`src/rtl/nco_sweep_if.sv`:
```
// Control/status bundle between a sweep controller and the nco_sweep sequencer.
interface nco_sweep_if #(
  parameter int unsigned FW = 16,
  parameter int unsigned DW = 24
);
  logic          start;
  logic          stop;
  logic [FW-1:0] f_start;
  logic [FW-1:0] f_stop;
  logic [FW-1:0] f_step;
  logic [DW-1:0] dwell;
  logic          mode;
  logic [FW-1:0] freq;
  logic          nco_en;
  logic          busy;
  logic          step_stb;
  logic          done;

  modport master (
    output start, stop, f_start, f_stop, f_step, dwell, mode,
    input  freq, nco_en, busy, step_stb, done
  );

  modport slave (
    input  start, stop, f_start, f_stop, f_step, dwell, mode,
    output freq, nco_en, busy, step_stb, done
  );
endinterface

```
`src/rtl/nco_sweep.sv`:
```
// Frequency-sweep sequencer driving the NCO tuning word and enable.
// Single sweep or continuous triangle chirp between two latched endpoints.
module nco_sweep (
  input  logic       clk,
  input  logic       rst,
  nco_sweep_if.slave bus
);
  localparam int unsigned FW = 16;
  localparam int unsigned DW = 24;

  typedef enum logic [1:0] {IDLE, SWEEP, DONE} state_t;

  state_t        state, state_nxt;
  logic [FW-1:0] freq_q, freq_nxt;
  logic [FW-1:0] origin_q, origin_nxt;
  logic [FW-1:0] target_q, target_nxt;
  logic [FW-1:0] step_q, step_nxt;
  logic [DW-1:0] dwell_m1_q, dwell_m1_nxt;
  logic [DW-1:0] cnt_q, cnt_nxt;
  logic          up_q, up_nxt;
  logic          mode_q, mode_nxt;
  logic          stb_q, stb_nxt;
  logic          busy_q, busy_nxt;
  logic          nco_en_q, nco_en_nxt;
  logic          done_q, done_nxt;
  logic [FW-1:0] stepped;

  // One step from cur toward tgt, evaluated one bit wider so it clamps instead of wrapping.
  function automatic logic [FW-1:0] step_toward(
    input logic [FW-1:0] cur,
    input logic [FW-1:0] tgt,
    input logic [FW-1:0] inc,
    input logic          up
  );
    logic [FW:0]   wide;
    logic [FW-1:0] res;
    if (up) begin
      wide = {1'b0, cur} + {1'b0, inc};
      res  = (wide > {1'b0, tgt}) ? tgt : wide[FW-1:0];
    end else begin
      wide = {1'b0, cur} - {1'b0, inc};
      res  = (wide[FW] || (wide[FW-1:0] < tgt)) ? tgt : wide[FW-1:0];
    end
    return res;
  endfunction

  always_comb begin
    state_nxt    = state;
    freq_nxt     = freq_q;
    origin_nxt   = origin_q;
    target_nxt   = target_q;
    step_nxt     = step_q;
    dwell_m1_nxt = dwell_m1_q;
    cnt_nxt      = cnt_q;
    up_nxt       = up_q;
    mode_nxt     = mode_q;
    stb_nxt      = 1'b0;
    stepped      = freq_q;

    unique case (state)
      IDLE: begin
        if (bus.start && !bus.stop) begin
          origin_nxt   = bus.f_start;
          target_nxt   = bus.f_stop;
          step_nxt     = (bus.f_step == '0) ? FW'(1) : bus.f_step;
          dwell_m1_nxt = (bus.dwell == '0) ? '0 : bus.dwell - DW'(1);
          cnt_nxt      = (bus.dwell == '0) ? '0 : bus.dwell - DW'(1);
          up_nxt       = (bus.f_stop >= bus.f_start);
          mode_nxt     = bus.mode;
          freq_nxt     = bus.f_start;
          stb_nxt      = 1'b1;
          state_nxt    = SWEEP;
        end
      end

      SWEEP: begin
        if (bus.stop) begin
          state_nxt = IDLE;
        end else if (cnt_q != '0) begin
          cnt_nxt = cnt_q - DW'(1);
        end else if (freq_q != target_q) begin
          stepped  = step_toward(freq_q, target_q, step_q, up_q);
          freq_nxt = stepped;
          cnt_nxt  = dwell_m1_q;
          stb_nxt  = 1'b1;
        end else if (!mode_q) begin
          state_nxt = DONE;
        end else begin
          // Reversal: swap endpoints and step toward the old origin in the same cycle.
          origin_nxt = target_q;
          target_nxt = origin_q;
          up_nxt     = !up_q;
          stepped    = step_toward(freq_q, origin_q, step_q, !up_q);
          freq_nxt   = stepped;
          cnt_nxt    = dwell_m1_q;
          stb_nxt    = (stepped != freq_q);
        end
      end

      DONE: begin
        state_nxt = IDLE;
      end

      default: begin
        state_nxt = IDLE;
      end
    endcase

    busy_nxt   = (state_nxt == SWEEP);
    nco_en_nxt = (state_nxt == SWEEP);
    done_nxt   = (state_nxt == DONE);
  end

  always_ff @(posedge clk) begin
    if (rst) begin
      state      <= IDLE;
      freq_q     <= '0;
      origin_q   <= '0;
      target_q   <= '0;
      step_q     <= '0;
      dwell_m1_q <= '0;
      cnt_q      <= '0;
      up_q       <= 1'b0;
      mode_q     <= 1'b0;
      stb_q      <= 1'b0;
      busy_q     <= 1'b0;
      nco_en_q   <= 1'b0;
      done_q     <= 1'b0;
    end else begin
      state      <= state_nxt;
      freq_q     <= freq_nxt;
      origin_q   <= origin_nxt;
      target_q   <= target_nxt;
      step_q     <= step_nxt;
      dwell_m1_q <= dwell_m1_nxt;
      cnt_q      <= cnt_nxt;
      up_q       <= up_nxt;
      mode_q     <= mode_nxt;
      stb_q      <= stb_nxt;
      busy_q     <= busy_nxt;
      nco_en_q   <= nco_en_nxt;
      done_q     <= done_nxt;
    end
  end

  assign bus.freq     = freq_q;
  assign bus.nco_en   = nco_en_q;
  assign bus.busy     = busy_q;
  assign bus.step_stb = stb_q;
  assign bus.done     = done_q;
endmodule

```
`src/flat_wrapper.sv`:
```
// flat-port wrapper written by rule: the top's interface ports become plain ports
module nco_sweep_flat 
  (clk, rst, bus_start, bus_stop, bus_f_start, bus_f_stop, bus_f_step, bus_dwell, bus_mode, bus_freq, bus_nco_en, bus_busy, bus_step_stb, bus_done);
  nco_sweep_if bus_i ();
  input  logic clk;
  input  logic rst;
  input wire logic [$bits(bus_i.start)-1:0] bus_start;
  input wire logic [$bits(bus_i.stop)-1:0] bus_stop;
  input wire logic [$bits(bus_i.f_start)-1:0] bus_f_start;
  input wire logic [$bits(bus_i.f_stop)-1:0] bus_f_stop;
  input wire logic [$bits(bus_i.f_step)-1:0] bus_f_step;
  input wire logic [$bits(bus_i.dwell)-1:0] bus_dwell;
  input wire logic [$bits(bus_i.mode)-1:0] bus_mode;
  output wire logic [$bits(bus_i.freq)-1:0] bus_freq;
  output wire logic [$bits(bus_i.nco_en)-1:0] bus_nco_en;
  output wire logic [$bits(bus_i.busy)-1:0] bus_busy;
  output wire logic [$bits(bus_i.step_stb)-1:0] bus_step_stb;
  output wire logic [$bits(bus_i.done)-1:0] bus_done;
  assign bus_i.start = bus_start;
  assign bus_i.stop = bus_stop;
  assign bus_i.f_start = bus_f_start;
  assign bus_i.f_stop = bus_f_stop;
  assign bus_i.f_step = bus_f_step;
  assign bus_i.dwell = bus_dwell;
  assign bus_i.mode = bus_mode;
  assign bus_freq = bus_i.freq;
  assign bus_nco_en = bus_i.nco_en;
  assign bus_busy = bus_i.busy;
  assign bus_step_stb = bus_i.step_stb;
  assign bus_done = bus_i.done;
  nco_sweep u_core (.clk(clk), .rst(rst), .bus(bus_i));
endmodule
```
`config.mk`:
```
export PLATFORM = sky130hd
export DESIGN_NAME = nco_sweep_flat
export DESIGN_NICKNAME = d
export VERILOG_FILES = /design/src/rtl/nco_sweep_if.sv /design/src/rtl/nco_sweep.sv /design/src/flat_wrapper.sv
export SDC_FILE = /design/constraint.sdc
export NUM_CORES = 1
export LEC_CHECK = 0
export CORE_AREA = 10 10 149 151
export DETAILED_ROUTE_END_ITERATION = 8
export DIE_AREA = 0 0 159 161
export DONT_BUFFER_PORTS = 1
export HOLD_SLACK_MARGIN = 0.06
export PLACE_DENSITY_LB_ADDON = 0.08
export SLEW_MARGIN = 20
export SYNTH_ARGS = -nofsm -noshare
export SYNTH_HDL_FRONTEND = slang
export SYNTH_SLANG_ARGS = --single-unit
```
`constraint.sdc`:
```
create_clock -name clk -period 10.1 [get_ports clk]
set_input_delay 1.01 -clock clk [delete_from_list [all_inputs] [get_ports clk]]
set_output_delay 1.01 -clock clk [all_outputs]
set_load 0.005 [all_outputs]
```
==> results of run 1 <==
[per-stage QoR]
stage / instances / setup slack, ns / hold slack, ns / total power (uW) / util [%]
floorplan: 1559 / 4.98 / 0.431 / 1190 / -
global placement: 1742 / 2.88 / 0.435 / 1440 / 59.4
detailed placement: 1742 / 2.85 / 0.442 / 1440 / 59.4
CTS: 1774 / 2.84 / 0.451 / 2050 / 62.3
global route: 1775 / 2.44 / 0.465 / 2180 / 62.4
finish: 1775 / 2.69 / 0.452 / 2080 / 62.4
[layout by cell type (no fill, tap or decap), drive strengths merged, types with 23 or more instances in the layout]
master | netlist | routed
nand2 | 209 | 209
nor2 | 199 | 199
a21oi | 120 | 120
dfxtp | 119 | 119
ha | 112 | 112
inv | 95 | 102
a311oi | 53 | 53
nor3 | 51 | 51
o21ai | 50 | 50
xnor2 | 48 | 48
a211oi | 40 | 40
xor2 | 36 | 36
o211ai | 27 | 27
nand3 | 23 | 23
[power groups by stage]
stage                     combinational (uW)  clock, uW  sequential (uW)
final                                    918        608              556
after detailed placement                 881          0              564
after global routing                     992        629              560
after global placement                   881          0              563
after CTS                                888        612              554
after floorplan                          645          0              541
[worst register-to-register path, delay by kind of cell, from the launching register on]
| kind | cells | cell delay [ns] |
|---|---|---|
| AO/OA/AOI/OAI | 10 | 3.03 |
| AND/OR/NAND/NOR | 4 | 1.82 |
| adder cells (fa/ha/maj) | 3 | 0.90 |
| buffers and inverters | 4 | 0.67 |
| XOR/XNOR | 1 | 0.51 |
| flip-flops | 1 | 0.39 |
[kinds of logic (layout without fill, tap and decap cells)]
kind of cell             Yosys count  count (layout)  share of synthesized area (%)
AO/OA/AOI/OAI                    420             420                           26.1
multiplexers                      33              33                           3.03
AND/OR/NAND/NOR                  596             596                           23.7
XOR/XNOR                          84              84                           6.48
adder cells (fa/ha/maj)          114             114                           12.7
buffers and inverters            193             144                           7.01
flip-flops                       119             119                           21.0
[sequential cells by signal (all words and copies together) (netlist names)]
register,flops
u_core.up_q,1
u_core.bus.step_stb,1
u_core.target_q,16
u_core.bus.freq,16
u_core.dwell_m1_q,24
u_core.state,2
u_core.bus.done,1
u_core.bus.busy,1
u_core.step_q,16
u_core.cnt_q,24
u_core.mode_q,1
u_core.origin_q,16
[worst max path at each step]
| stage | from | to | slack, ns | cells after the start |
|---|---|---|---|---|
| 5_1_grt | u_core.bus.freq[0] | u_core.bus.step_stb | 2.44 | 22 |
| 4_1_cts | u_core.bus.freq[0] | u_core.bus.step_stb | 2.84 | 22 |
| 3_5_place_dp | u_core.bus.freq[0] | u_core.bus.step_stb | 2.85 | 22 |
| 2_1_floorplan | u_core.bus.freq[6] | u_core.bus.step_stb | 4.98 | 23 |
| 3_3_place_gp | u_core.bus.freq[2] | u_core.bus.step_stb | 2.88 | 21 |
| 6_report | u_core.bus.freq[0] | u_core.bus.step_stb | 2.69 | 22 |
[layout make-up]
| cell class | instances | area share, % |
|---|---|---|
| multi-input combinational | 1247 | 68.5 |
| sequential | 119 | 19.9 |
| clock buffer | 17 | 3.55 |
| inverter | 95 | 2.98 |
| tap | 265 | 2.77 |
| clock inverter | 15 | 1.19 |
| timing repair buffer | 17 | 1.10 |
[routing by layer]
layer | vias up | global-route usage [%] | routed length [um] | part of all wire, %
met4 | 0 | 19.5 | 2660 | 6.3
met3 | 122 | 8.52 | 4290 | 10
li1 | 5474 | - | - | -
met5 | - | 0 | 0 | 0
met2 | 614 | 50.2 | 18700 | 44
met1 | 5454 | 38.6 | 16800 | 40
==> flow_summary.toml, run 1 <==
[worst_setup_path]
r2r-start = "u_core.bus.freq[0]"
crit_family = "compound AO/OA/AOI/OAI gates"
r2r-end = "u_core.bus.step_stb"
worstRegToRegCells = 22
max_stage_delay_ns = 0.83
crit_type = "register to register"
cp.arrival_ns = 7.73
critPathMaxFanout = 21
worst-path-buf-inv = 4
path_common_cell = "inv_1"
critPathCaptureType = "register"
slowest_stage = "and2_1"
regToRegSetupSlack_ns = 2.69
path_cells = "inv_1, ha_1, inv_1, fa_1, a21o_1, a221oi_1, o21ai_0, xnor2_1, inv_1, ha_1, o21a_1, o21bai_1, a211o_1, a22oi_1, buf_4, and2_1, nand2_1, nor3_1, o21ai_0, a2111oi_0, nand4_1, o21a_1"
cp-start-kind = "register"
cp.required_ns = 10.42

[timing]
tightest_slew_ns = 1.12
final_max_slew_viol_count = 0
skew_ns = 0.0139
finalCriticalPeriod_ns = 7.41
setup_viol = 0
timing.final.crit_share_pct = 73.3
finalSetupTns_ns = 0
hold_viol = 0
max-slew-margin-rel_pct = 24.6
max_freq_ghz = 0.135
rsz0062_at_grt = "no"

[clocking]
postCtsHoldBufs = 0
cts_resized = 0
clock_insertion_delay_worst_skew_ns = 0.43
numCtsBuffers = 17
clock_path_buffers = 2
root_buffer = "clkbuf_16"
cts.sinks = 119
cts_setup_buffers = 0
htree_levels = 4
cts_tree = "done"
clk_pin_slew_worst_paths_ns = 0.07

[grt]
antenna_found_initial = 0
overflow = 0
grt_pass1_vias = 11000
grt_max_degree = 122
grt_usage_pct = 32.0
grt_pass1_wl_um = 65100

[drt]
vias = 11700
route.detailed.drc = 0
routed_wl_um = 42500
first_pass_iters = 5
dr.first_iter.drc_count = 1148
ant_nets = 0
viasPerCell = 6.57
wire_per_inst_um = 23.9

[logic_synthesis]
syn_area_sq_mm = 0.0114
synth_nets = 1750
synth_edf_count = 0
synth_top_area_share_pct = 21.0
yosysMostFrequentCell = "nand2_1"
ys_seq_area_share_pct = 21.0
netlist_top_cells_area = "dfxtp_1 21%, ha_1 12%, nand2_1 6.9%"
ys_ff_latch = 119
synth_top_cell_by_area = "dfxtp_1"
ys.flop_type = "dfxtp_1"
synth-async-reset-ratio_pct = 0
avgSynthCellArea_sq_um = 7.28
yosysWarnings = 0
synth_cells = 1559
ys_types = 77
synth_common_cells = "209 x nand2_1, 196 x nor2_1, 119 x dfxtp_1"

[power]
switching_share_pct = 43.6
p_leak_uw = 0.00491
combPwrFrac_pct = 44.1
ir_worst_vdd_v = 0.000127
powerDensity_mw_per_mm2 = 174
p_int_uw = 1180
clkPwrFrac_pct = 29.2
power.switching_uw = 908
seqPwrFrac_pct = 26.7

[worst_hold_path]
min_path_type = "register to register"
hold_end = "u_core.dwell_m1_q[5]"
min_from = "u_core.dwell_m1_q[5]"
hold_depth = 2

[final_layout]
n_fill_cell = 1772
multi_input_area_sq_mm = 0.00821
n_antenna_cell = 0
final_net_count = 1688
ff_latch_area_sq_mm = 0.00238
syn_to_final_growth_pct = 5.53
drive_gt1_share_pct = 5.89
fin_area_sq_mm = 0.0120

[outcome]
status = "finished, final reports clean"

[place]
placed_cell_area_sq_mm = 0.0114
dp_hpwl_um = 32300
io_buffers = 0
gp_congestion = 1.10

[floorplanning]
dieArea_sq_mm = 0.0256
core_area_sq_mm = 0.0192
die_h_um = 161
pin_count = 97
rows = 51
die_w_um = 159
initial_core_util_pct = 59.1

[run]
maxCapViolations = 0
(Power assumes the default switching activity.)
==> inputs of run 2 (changes only) <==
- clock period: 10.1 -> 6.65 ns (I/O delays scaled with it)
==> flow_summary.toml, run 2 (synthesis gave the netlist of run 1 again) <==
[final_layout]
ff_latch_area_sq_mm = 0.00238
n_antenna_cell = 0
layout_commonest_cell = "nand2_1"
n_fill_cell = 1783
drive_gt1_share_pct = 7.18
stdcell_count = 1797
largestRegisters = "u_core.cnt_q x24, u_core.dwell_m1_q x24"
syn_to_final_growth_pct = 7.12
multi_input_area_sq_mm = 0.00821
fin_area_sq_mm = 0.0122
final_cell_mix = "209 x nand2_1, 196 x nor2_1, 119 x dfxtp_1, 117 x a21oi_1, 112 x ha_1"
final_net_count = 1710

[floorplanning]
initial_core_util_pct = 59.1
die_h_um = 161
dieArea_sq_mm = 0.0256
rows = 51
core_area_sq_mm = 0.0192
die_w_um = 159
pin_count = 97

[timing]
skew_ns = 0.0122
max_freq_ghz = 0.165
timing.final.crit_share_pct = 91.3
rsz0062_at_grt = "no"
hold_viol = 0
final_max_slew_viol_count = 0
finalSetupTns_ns = 0
worst_slack_ns = 0.577
setup_viol = 0
tightest_slew_ns = 1.17
max-slew-margin-rel_pct = 21.2
finalCriticalPeriod_ns = 6.07

[power]
power.switching_uw = 1380
combPwrFrac_pct = 44.4
clkPwrFrac_pct = 29.9
ir_worst_vdd_v = 0.000208
powerDensity_mw_per_mm2 = 265
seqPwrFrac_pct = 25.7
finalPower_uw = 3220
p_leak_uw = 0.00503
switching_share_pct = 43.0
p_int_uw = 1840

[drt]
routed_wl_um = 40900
route.met3.wl_um = 4230
dr.first_iter.drc_count = 1275
viasPerCell = 6.48
highest_layer = "met4"
first_pass_iters = 6
vias = 11600
wire_per_inst_um = 22.8
met1Wirelength_um = 16800
wl_met2_um = 17500
route.detailed.drc = 0
ant_nets = 0

[place]
dp.cells = 1765
placed_cell_area_sq_mm = 0.0116
gp_congestion = 1.04
dp_hpwl_um = 31000
io_buffers = 0
dp_slack_ns = 0.726

[worst_hold_path]
min_from = "rst"
hold_depth = 1
hold_end = "u_core.dwell_m1_q[23]"
min_path_type = "input pin to register"

[worst_setup_path]
setup.worst_path.start = "u_core.step_q[4]"
crit_type = "register to register"
path_cells = "inv_1, ha_1, a21o_1, nor3_1, a211oi_1, buf_4, a211o_1, a2111oi_0, o21a_1, nor2_1, ha_1, nor3_1, o211ai_1, a2111oi_0, a22oi_1, buf_4, and2_1, buf_4, a21oi_1, xnor2_1, o32a_1, a2111oi_0, nand4_1, o21a_1"
cp.arrival_ns = 6.40
cp-start-kind = "register"
r2r-start = "u_core.step_q[4]"
r2r-end = "u_core.bus.step_stb"
worstRegToRegCells = 24
cp.required_ns = 6.98
critPathCaptureType = "register"
critPathMaxFanout = 11
regToRegSetupSlack_ns = 0.58
slowest_stage = "a2111oi_0"
crit_family = "compound AO/OA/AOI/OAI gates"
worst-path-buf-inv = 4
max_stage_delay_ns = 0.53

[clocking]
htree_levels = 4
clk_pin_slew_worst_paths_ns = 0.06
postCtsHoldBufs = 0
clock_insertion_delay_worst_skew_ns = 0.44
numCtsBuffers = 17
cts_tree = "done"
clock_path_buffers = 2
cts.sinks = 119
cts_setup_buffers = 0
root_buffer = "clkbuf_16"
cts_resized = 0

[grt]
overflow = 0
antenna_found_initial = 0
grt_pass1_wl_um = 62800
grt_usage_pct = 30.7
grt_pass1_vias = 11000
grt_max_degree = 122

[run]
maxCapViolations = 0

[outcome]
status = "finished, final reports clean"
[run 2: changes by cell type in the layout (fill, tap and decap cells not counted)]
cell	change
clkinv_2	-3
clkbuf_8	+1
buf_4	+23
a21oi_1	+1
buf_6	-1
clkinv_4	-3
a21oi_2	-1
clkinvlp_4	+1
inv_6	+1
inv_8	+3
[run 2: area by class of cell]
type | count | area share [%]
repair buffers | 39 | 2.41
clock inverters | 14 | 1.24
inverters | 95 | 2.93
multi-input cells | 1247 | 67.5
clock buffers | 18 | 3.61
flip-flops and latches | 119 | 19.6
well taps | 265 | 2.73
[run 2: per-layer routing]
| layer | track usage [%] | vias to the layer above |
|---|---|---|
| li1 | - | 5524 |
| met1 | 38.8 | 5412 |
| met2 | 46.7 | 572 |
| met3 | 7.55 | 128 |
| met4 | 18.2 | 0 |
| met5 | 0 | - |
[run 2: metrics by stage]
stage / hold slack (ns) / util [%]
4_1_cts: 0.295 / 63.3
5_1_grt: 0.298 / 63.3
3_3_place_gp: 0.434 / 60.2
3_5_place_dp: 0.441 / 60.2
2_1_floorplan: 0.431 / -
6_report: 0.296 / 63.3
[run 2: worst reg2reg max path: cells and delay by family (launching register included)]
| kind | cells | cell delay (ns) |
|---|---|---|
| compound gates | 12 | 3.28 |
| simple gates | 5 | 0.92 |
| fa+ha+maj | 2 | 0.66 |
| buf+inv | 4 | 0.64 |
| flops | 1 | 0.35 |
| xor+xnor | 1 | 0.12 |
[run 2: worst max-delay path by stage]
| stage | endpoint | depth (start not counted) |
|---|---|---|
| 2_1_floorplan | u_core.bus.step_stb | 23 |
| 3_3_place_gp | u_core.bus.step_stb | 23 |
| 3_5_place_dp | u_core.bus.step_stb | 23 |
| 4_1_cts | u_core.bus.step_stb | 23 |
| 5_1_grt | u_core.bus.step_stb | 24 |
| 6_report | u_core.bus.step_stb | 24 |
[run 2: power by group through the flow]
stage / registers [uW] / logic (uW) / clock network [uW]
CTS: 823 / 1380 / 970
global route: 831 / 1550 / 996
global placement: 838 / 1370 / 0
detailed placement: 839 / 1370 / 0
floorplan: 821 / 980 / 0
finish: 827 / 1430 / 964
